`src/rtl/serial_frame_pkg.sv`:
```
`default_nettype none
// ============================================================================
// Module   : serial_frame_pkg
// Purpose  : Shared constants, pin map and FSM encoding for the serial frame
//            transmitter tile and its matching receiver tile.
// Revision : 1.0 - initial release
// ============================================================================
package serial_frame_pkg;

    // Data bits per frame; fixed by the nibble-wide pin budget
    localparam int c_DATA_W    = 4;
    localparam int c_IDX_W     = $clog2(c_DATA_W);
    // Frame length in bit periods with parity enabled: start + data + parity + stop
    localparam int c_FRAME_LEN = 1 + c_DATA_W + 1 + 1;

    // Input pin map of the 8-bit tile bus
    localparam int c_PIN_CLK     = 0;
    localparam int c_PIN_RST     = 1;
    localparam int c_PIN_DATA_LO = 2;
    localparam int c_PIN_SEND    = 6;
    localparam int c_PIN_HOLD    = 7;

    // Output pin map of the 8-bit tile bus
    localparam int c_POUT_TXD     = 0;
    localparam int c_POUT_BUSY    = 1;
    localparam int c_POUT_BUFFULL = 2;
    localparam int c_POUT_OVF     = 3;
    localparam int c_POUT_LAST_LO = 4;

    // Transmitter FSM encoding
    typedef enum logic [2:0] {
        ST_IDLE   = 3'd0,
        ST_START  = 3'd1,
        ST_DATA   = 3'd2,
        ST_PARITY = 3'd3,
        ST_STOP   = 3'd4
    } tx_state_t;

endpackage
`default_nettype wire

```
`src/rtl/serial_bit_timer.sv`:
```
`default_nettype none
// ============================================================================
// Module   : serial_bit_timer
// Purpose  : Divides the clock by BIT_DIV while running; emits a one-cycle
//            bit_tick at the last clock of each bit period. Hold freezes it.
// Revision : 1.0 - initial release
// ============================================================================
module serial_bit_timer #(
    parameter int BIT_DIV = 1
) (
    input  logic clk,
    input  logic rst,
    input  logic i_run,
    input  logic i_hold,
    output logic o_bit_tick
);

    // Counter is at least one bit wide so BIT_DIV=1 still elaborates cleanly
    localparam int                 c_CNT_W = (BIT_DIV > 1) ? $clog2(BIT_DIV) : 1;
    localparam logic [c_CNT_W-1:0] c_LAST  = c_CNT_W'(BIT_DIV - 1);

    logic [c_CNT_W-1:0] cnt_q;
    logic [c_CNT_W-1:0] cnt_d;
    logic               at_last;

    assign at_last    = (cnt_q == c_LAST);
    assign o_bit_tick = i_run & ~i_hold & at_last;

    // Next count: parked at zero while idle, frozen on hold, explicit wrap at the last clock
    always_comb begin
        cnt_d = cnt_q;
        if (!i_run) begin
            cnt_d = '0;
        end else if (!i_hold) begin
            if (at_last) begin
                cnt_d = '0;
            end else begin
                cnt_d = cnt_q + 1'b1;
            end
        end
    end

    // Counter register
    always_ff @(posedge clk) begin
        if (rst) begin
            cnt_q <= '0;
        end else begin
            cnt_q <= cnt_d;
        end
    end

endmodule
`default_nettype wire

```
`src/rtl/serial_frame_tx.sv`:
```
`default_nettype none
// ============================================================================
// Module   : serial_frame_tx
// Purpose  : Nibble-parallel-in, serial-out frame transmitter tile. Frames
//            are start(0), data LSB-first, optional even parity, stop(1),
//            with a one-entry holding buffer for back-to-back frames.
// Revision : 1.0 - initial release
// ============================================================================
module serial_frame_tx
    import serial_frame_pkg::*;
#(
    parameter int BIT_DIV   = 1,
    parameter int PARITY_EN = 1
) (
    input  logic [7:0] io_in,
    output logic [7:0] io_out
);

    localparam logic [c_IDX_W-1:0] c_LAST_IDX = c_IDX_W'(c_DATA_W - 1);

    logic                clk;
    logic                rst;
    logic                send_in;
    logic                hold;
    logic [c_DATA_W-1:0] data_in;

    assign clk     = io_in[c_PIN_CLK];
    assign rst     = io_in[c_PIN_RST];
    assign send_in = io_in[c_PIN_SEND];
    assign hold    = io_in[c_PIN_HOLD];
    assign data_in = io_in[c_PIN_DATA_LO +: c_DATA_W];

    tx_state_t           state_q,     state_d;
    logic [c_DATA_W-1:0] shift_q,     shift_d;
    logic [c_DATA_W-1:0] nibble_q,    nibble_d;
    logic [c_IDX_W-1:0]  idx_q,       idx_d;
    logic                txd_q,       txd_d;
    logic [c_DATA_W-1:0] buf_q,       buf_d;
    logic                buf_full_q,  buf_full_d;
    logic                overflow_q,  overflow_d;
    logic [c_DATA_W-1:0] last_sent_q, last_sent_d;
    logic                send_q;

    logic                busy;
    logic                bit_tick;
    logic                send_edge;
    logic                start_ok;
    logic                launch;
    logic [c_DATA_W-1:0] launch_nib;

    assign busy      = (state_q != ST_IDLE);
    assign send_edge = send_in & ~send_q;
    // A new frame may begin from idle (unless held) or straight out of a finishing stop bit
    assign start_ok  = ((state_q == ST_IDLE) && !hold) || ((state_q == ST_STOP) && bit_tick);

    serial_bit_timer #(
        .BIT_DIV    (BIT_DIV)
    ) u_bit_timer (
        .clk        (clk),
        .rst        (rst),
        .i_run      (busy),
        .i_hold     (hold),
        .o_bit_tick (bit_tick)
    );

    // Request arbitration, buffer handling and FSM next-state / next-txd
    always_comb begin
        state_d     = state_q;
        shift_d     = shift_q;
        nibble_d    = nibble_q;
        idx_d       = idx_q;
        txd_d       = txd_q;
        buf_d       = buf_q;
        buf_full_d  = buf_full_q;
        overflow_d  = overflow_q;
        last_sent_d = last_sent_q;
        launch      = 1'b0;
        launch_nib  = buf_q;

        // Buffered nibble always drains before a fresh edge; the fresh edge refills the buffer
        if (start_ok) begin
            if (buf_full_q) begin
                launch     = 1'b1;
                launch_nib = buf_q;
                buf_full_d = send_edge;
                if (send_edge) begin
                    buf_d = data_in;
                end
            end else if (send_edge) begin
                launch     = 1'b1;
                launch_nib = data_in;
            end
        end else if (send_edge) begin
            if (!buf_full_q) begin
                buf_d      = data_in;
                buf_full_d = 1'b1;
            end else begin
                overflow_d = 1'b1;
            end
        end

        // txd is loaded together with the state so it always reflects the current bit
        if (bit_tick) begin
            unique case (state_q)
                ST_START: begin
                    state_d = ST_DATA;
                    idx_d   = '0;
                    txd_d   = shift_q[0];
                    shift_d = shift_q >> 1;
                end
                ST_DATA: begin
                    if (idx_q == c_LAST_IDX) begin
                        if (PARITY_EN != 0) begin
                            state_d = ST_PARITY;
                            txd_d   = ^nibble_q;
                        end else begin
                            state_d = ST_STOP;
                            txd_d   = 1'b1;
                        end
                    end else begin
                        idx_d   = idx_q + 1'b1;
                        txd_d   = shift_q[0];
                        shift_d = shift_q >> 1;
                    end
                end
                ST_PARITY: begin
                    state_d = ST_STOP;
                    txd_d   = 1'b1;
                end
                ST_STOP: begin
                    state_d     = ST_IDLE;
                    txd_d       = 1'b1;
                    last_sent_d = nibble_q;
                end
                default: begin
                    state_d = ST_IDLE;
                    txd_d   = 1'b1;
                end
            endcase
        end

        // Launching overrides the stop->idle step so frames abut with no idle bit
        if (launch) begin
            state_d  = ST_START;
            txd_d    = 1'b0;
            shift_d  = launch_nib;
            nibble_d = launch_nib;
        end
    end

    // State and output registers; send_q resets high so a send held through reset is not an edge
    always_ff @(posedge clk) begin
        if (rst) begin
            state_q     <= ST_IDLE;
            shift_q     <= '0;
            nibble_q    <= '0;
            idx_q       <= '0;
            txd_q       <= 1'b1;
            buf_q       <= '0;
            buf_full_q  <= 1'b0;
            overflow_q  <= 1'b0;
            last_sent_q <= '0;
            send_q      <= 1'b1;
        end else begin
            state_q     <= state_d;
            shift_q     <= shift_d;
            nibble_q    <= nibble_d;
            idx_q       <= idx_d;
            txd_q       <= txd_d;
            buf_q       <= buf_d;
            buf_full_q  <= buf_full_d;
            overflow_q  <= overflow_d;
            last_sent_q <= last_sent_d;
            send_q      <= send_in;
        end
    end

    // Pack status onto the output pin bus
    always_comb begin
        io_out                                = '0;
        io_out[c_POUT_TXD]                    = txd_q;
        io_out[c_POUT_BUSY]                   = busy;
        io_out[c_POUT_BUFFULL]                = buf_full_q;
        io_out[c_POUT_OVF]                    = overflow_q;
        io_out[c_POUT_LAST_LO +: c_DATA_W]    = last_sent_q;
    end

endmodule
`default_nettype wire

```
`config.mk`:
```
export PLATFORM = sky130hd
export DESIGN_NAME = serial_frame_tx
export DESIGN_NICKNAME = d
export VERILOG_FILES = /design/src/rtl/serial_frame_pkg.sv /design/src/rtl/serial_bit_timer.sv /design/src/rtl/serial_frame_tx.sv
export SDC_FILE = /design/constraint.sdc
export NUM_CORES = 1
export LEC_CHECK = 0
export CAP_MARGIN = 40
export CORE_MARGIN = 2
export CORE_UTILIZATION = 40
export DETAILED_ROUTE_END_ITERATION = 12
export MAX_ROUTING_LAYER = met4
export PLACE_DENSITY = 0.57
export SYNTH_ARGS = -nofsm -noshare
export SYNTH_HDL_FRONTEND = slang
export SYNTH_SLANG_ARGS = --single-unit
```
`constraint.sdc`:
```
create_clock -name io_in -period 4.85 [get_ports io_in]
set_clock_uncertainty 0.15 [all_clocks]
set_input_delay 0.485 -clock io_in [delete_from_list [all_inputs] [get_ports io_in]]
set_output_delay 0.485 -clock io_in [all_outputs]
set_load 0.1 [all_outputs]
```
; Yosys cells after proc, flatten, opt, wreduce, memory -nomap -nowiden
; Index checks and enable logic that the tools add are counted.
[totals]
inputBits = 8
elab_cells = 81
regBits = 26
out_inout_bits = 8
[op_classes]
n_bitwise = 8
n_mux = 28
reduce_logical = 20
addsub = 2
n_eq_ne = 11
[op_table]
columns = operator, count
row1 = 2-to-1 mux 4 bit, 10
row2 = 2-to-1 mux 1 bit, 12
row3 = AND reduction 3 bit, 4
row4 = case mux 3 bit (3 select lines), 1
row5 = case mux 4 bit (2 select lines), 1
row6 = == test 3 x 2 -> 1 bit (second input constant), 2
row7 = inequality test 2 bit (second input constant), 3
row8 = inequality test 3 bit (second input constant), 2
row9 = AND reduction 2 bit, 3
row10 = nonzero test 2 bit, 3
row11 = nonzero test 3 bit, 2
row12 = NOT 1 bit, 5
row13 = case mux 2 bit (2 select lines), 1
row14 = OR reduction 2 bit, 2
row15 = parity 4 bit, 1
row16 = bitwise AND 1 bit, 3
row17 = == test 3 x 1 -> 1 bit (second input constant), 1
row18 = == test 3 bit (second input constant), 1
row19 = logical NOT 3 bit, 1
row20 = 2-to-1 mux 3 bit, 1
row21 = adder 2 x 1 -> 2 bit (second input constant), 1
row22 = == test 2 bit (second input constant), 1
row23 = logical AND 1 bit, 2
row24 = 2-to-1 mux 2 bit, 1
row25 = 5 further kinds, 5

; Depth between registers and ports, before layout
[depth]
word_depth = 8
mapped_depth = 6
ltp_nobuf = 5

; Hierarchy
; From an unflattened synthesis, not the netlist that was laid out.
[hier_totals]
cells_unflattened = 132
area_unflattened_um2 = 1256.2
[modules_own_cells]
columns = mod, cells_each, n_inst, area_each_um2
row1 = serial_frame_tx, 131, 1, 1242.4
row2 = serial_bit_timer, 1, 1, 13.8

; Worst setup path before layout
; No wires, ideal clock.
[synth_timing]
path_kind = reg-to-output
startpoint = reg state_q[1]
endpoint = out io_out[1]
arrival_ns = 1.061
required_time_ns = 4.215
path_slack_ns = 3.154
path_buffers = 2
path_stages_with_launch = 4
cell_sequence = dfxtp_1 > buf_2 > or3_1 > buf_4
[synth_via]
elab_chain_len = 1
[synth_rtl]
columns = element, line_no
row1 = "start, declared", serial_frame_tx.sv:33  ; tx_state_t state_q, state_d;
row2 = "start signal, assigned", serial_frame_tx.sv:165  ; state_q <= state_d;
row3 = nonzero test 3 bit, serial_frame_tx.sv:51  ; assign busy = (state_q != ST_IDLE);
row4 = "end, declared", serial_frame_tx.sv:16  ; output logic [7:0] io_out
; No other way between the ends.

==> impl_metrics.csv <==
group,metric,value,unit
floorplan,die_area,3336,sq um
pwr,finalPower,1.851,mW
global_routing,grt_first_pass_wirelength,6844,um
worst_setup_path,crit_type,"clock port to register",
drt,wl_per_cell,15.37,um
clocking,cts_tree,"yes",
synthesis,syn_area,1156,sq um
pwr,ir_worst_vdd,0.7326,mV
floorplan,die_height,57.76,um
layout,mostFrequentLayoutCell,"clkbuf_4",
worst_setup_path,cp_slowest_cell,"a221oi_1",
synthesis,avgSynthCellArea,8.758,sq um
sta,slew_headroom,0.7012,
layout,final_cells,245,
worst_setup_path,cp.arrival,3900,ps
drt,drt_pre_antenna_iters,7,
drt,via_per_inst,5.486,
run_status,violations,"negative hold slack",
global_routing,grt_max_degree,16,
flow_run,drv_cap,0,
sta,hold_violations,24,
drt,vias,1344,
floorplan,die_w,57.76,um
worst_setup_path,regToRegSetupSlack,2860,ps
floorplan,num_rows,19,
clocking,clock_latency,330,ps
place,gp_congestion,0.7456,
worst_setup_path,cp_slowest_stage_delay,330,ps
worst_setup_path,worstSetupPathDepth,10,
worst_setup_path,r2r_end,"shift_q[2]",
worst_setup_path,critPathMaxFanout,7,
sta,slew_violations,0,
layout,final_cell_mix,"clkbuf_4 (63), dfxtp_1 (25), clkbuf_1 (15)",
sta,tightest_slew,447.6,ps
synthesis,yosys-top-cells-area,"dfxtp_1 (43%), mux2i_1 (7.8%), nor2b_1 (4.9%)",
drt,wl,3765,um
drt,wl_met2,1669,um
global_routing,grt-ovfl-total,0,
worst_setup_path,crit_end,"shift_q[2]",
sta,setup_ws,1037,ps
floorplan,pin_count,16,
layout,finalNetCount,206,
worst_setup_path,r2r_start,"state_q[0]",
worst_setup_path,worst-r2r-cell-count,8,
drt,highest_layer,"met4",
global_routing,grt_util_all_layers,0.2811,
synthesis,ys_seq_elements,25,
layout,layout-area-overhead-vs-synth,62.34,%
min_path,hp-class,"clock port to register",
clocking,cts-hold-fix-buffers,0,
synthesis,ys_types,32,
sta,finalSetupViolations,0,
sta,rsz0062_at_grt,"no",
worst_setup_path,cp-start-kind,"clock port",
clocking,postCtsSetupBuffers,0,
synthesis,synth_top_area_share,0.4329,
pwr,p_per_area,986.4,nW/um^2
drt,drtAntennaViolNets,0,
floorplan,core,2758,sq um
drt,drt_iter0_markers,191,
sta,fin_hold_ws,-111.3,ps
global_routing,grt_pass1_vias,1987,
synthesis,syn_nets,141,
layout,fillers,210,
floorplan,initial_core_util,0.4192,
worst_setup_path,cp-end-kind,"register",
pwr,leakage,0.8600,nW
place,place_hpwl,1567,um
worst_setup_path,cpMostUsedCell,"clkbuf_4",
synthesis,synth_area_leader_cell,"dfxtp_1",
worst_setup_path,crit_start,"io_in[6]",
synthesis,yosysWarnings,0,
worst_setup_path,crit_chain,"clkbuf_4 -> clkbuf_4 -> nor2b_1 -> clkbuf_4 -> clkbuf_4 -> o21ai_2 -> clkbuf_4 -> clkbuf_4 -> o21ai_1 -> a221oi_1",
place,placed_cells,163,
layout,drive_above_1_share,0.3645,
layout,antenna_cells,0,
drt,drt-met1-wl,1394,um
clocking,clk_pin_slew,150,ps
place,io_buffers,8,
global_routing,antenna_found_initial,0,
synthesis,yosysSeqAreaShare,0.4329,
sta,tns,0,ps
drt,wl_met3,506,um
place,pre_cts_slack,1317,ps
worst_setup_path,critPathTopFamily,"buffers and inverters",
clocking,cts_resized,0,
drt,drcViolationCount,0,
run_status,status,"complete, but fails checks",
synthesis,postSynthCellCount,132,
worst_setup_path,critPathRequiredTime,4940,ps
worst_setup_path,crit_buf_inv,6,
[worst min path at each step]
stage,startpoint,endpoint,slack [ps],cells after the start
final,io_in[6],send_q,-110,3
after floorplan,io_in[6],send_q,-40,1
after CTS,io_in[6],send_q,-110,3
after detailed placement,io_in[1],buf_full_q,-80,1
after global routing,io_in[6],send_q,-120,3
after global placement,io_in[1],buf_full_q,-80,1
[tightest hold or removal path, delay by kind of cell]
family / cells / cell delay, ps
AND/OR/NAND/NOR: 1 / 100
buffers and inverters: 2 / 230
[where the power goes]
part	leakage, nW	switching [mW]	total (mW)	internal, mW
clock network	0.518	0.715	1.62	0.906
logic	0.126	0	0.000000126	0
registers	0.215	0	0.230	0.230
total	0.860	0.715	1.85	1.14
[Yosys cell counts (all sizes together)]
master and n:
clkbuf 4, nor2 14, nor2b 9, mux2i 9
ha 1, a21oi 9, nand2 13, nand3 1
xnor2 2, dfxtp 25, a22o 3, o22ai 1
nor3 1, nor3b 1, a221oi 3, xor2 1
or3 3, or2 1, buf 12, o31ai 1
and3 2, or4bb 1, nand4b 1, o21bai 1
or4 1, and2 1, o21ai 8, a31oi 3
[kinds of logic after synthesis]
group,after synthesis,share of synthesized area
AOI/OAI and AO/OA,29,0.1569
buffers and inverters,16,0.08117
xor gates and xnor gates,3,0.02273
and+or+nand+nor,49,0.2175
adders and majority gates,1,0.01082
DFF,25,0.4329
muxes,9,0.07793
[stage by stage]
step / cell area [sq um] / util
CTS: 1877 / 0.6806
detailed placement: 1301 / 0.4719
global placement: 1181 / 0.4283
finish: 1877 / 0.6806
global route: 1877 / 0.6806
floorplan: 1156 / -
[layer usage]
metal,vias up,global-route usage
met5,-,-
met4,0,0.4784
met3,32,0.3527
met2,97,0.2321
met1,606,0.1955
li1,609,-
[state kept, by name (all words and copies together), names as in the netlist]
name	flops
txd_q	1
idx_q	2
overflow_q	1
state_q	3
shift_q	4
last_sent_q	4
buf_full_q	1
buf_q	4
nibble_q	4
send_q	1
[area by class of cell]
class	count	area [sq um]	share of cell area
Multi-Input combinational cell	91	561.8	0.2993
Clock buffer	78	529.3	0.2820
Sequential cell	25	500.5	0.2667
Timing Repair Buffer	16	200.2	0.1067
Clock inverter	4	46.29	0.02467
Tap cell	31	38.79	0.02067
(Power assumes the default switching activity.)
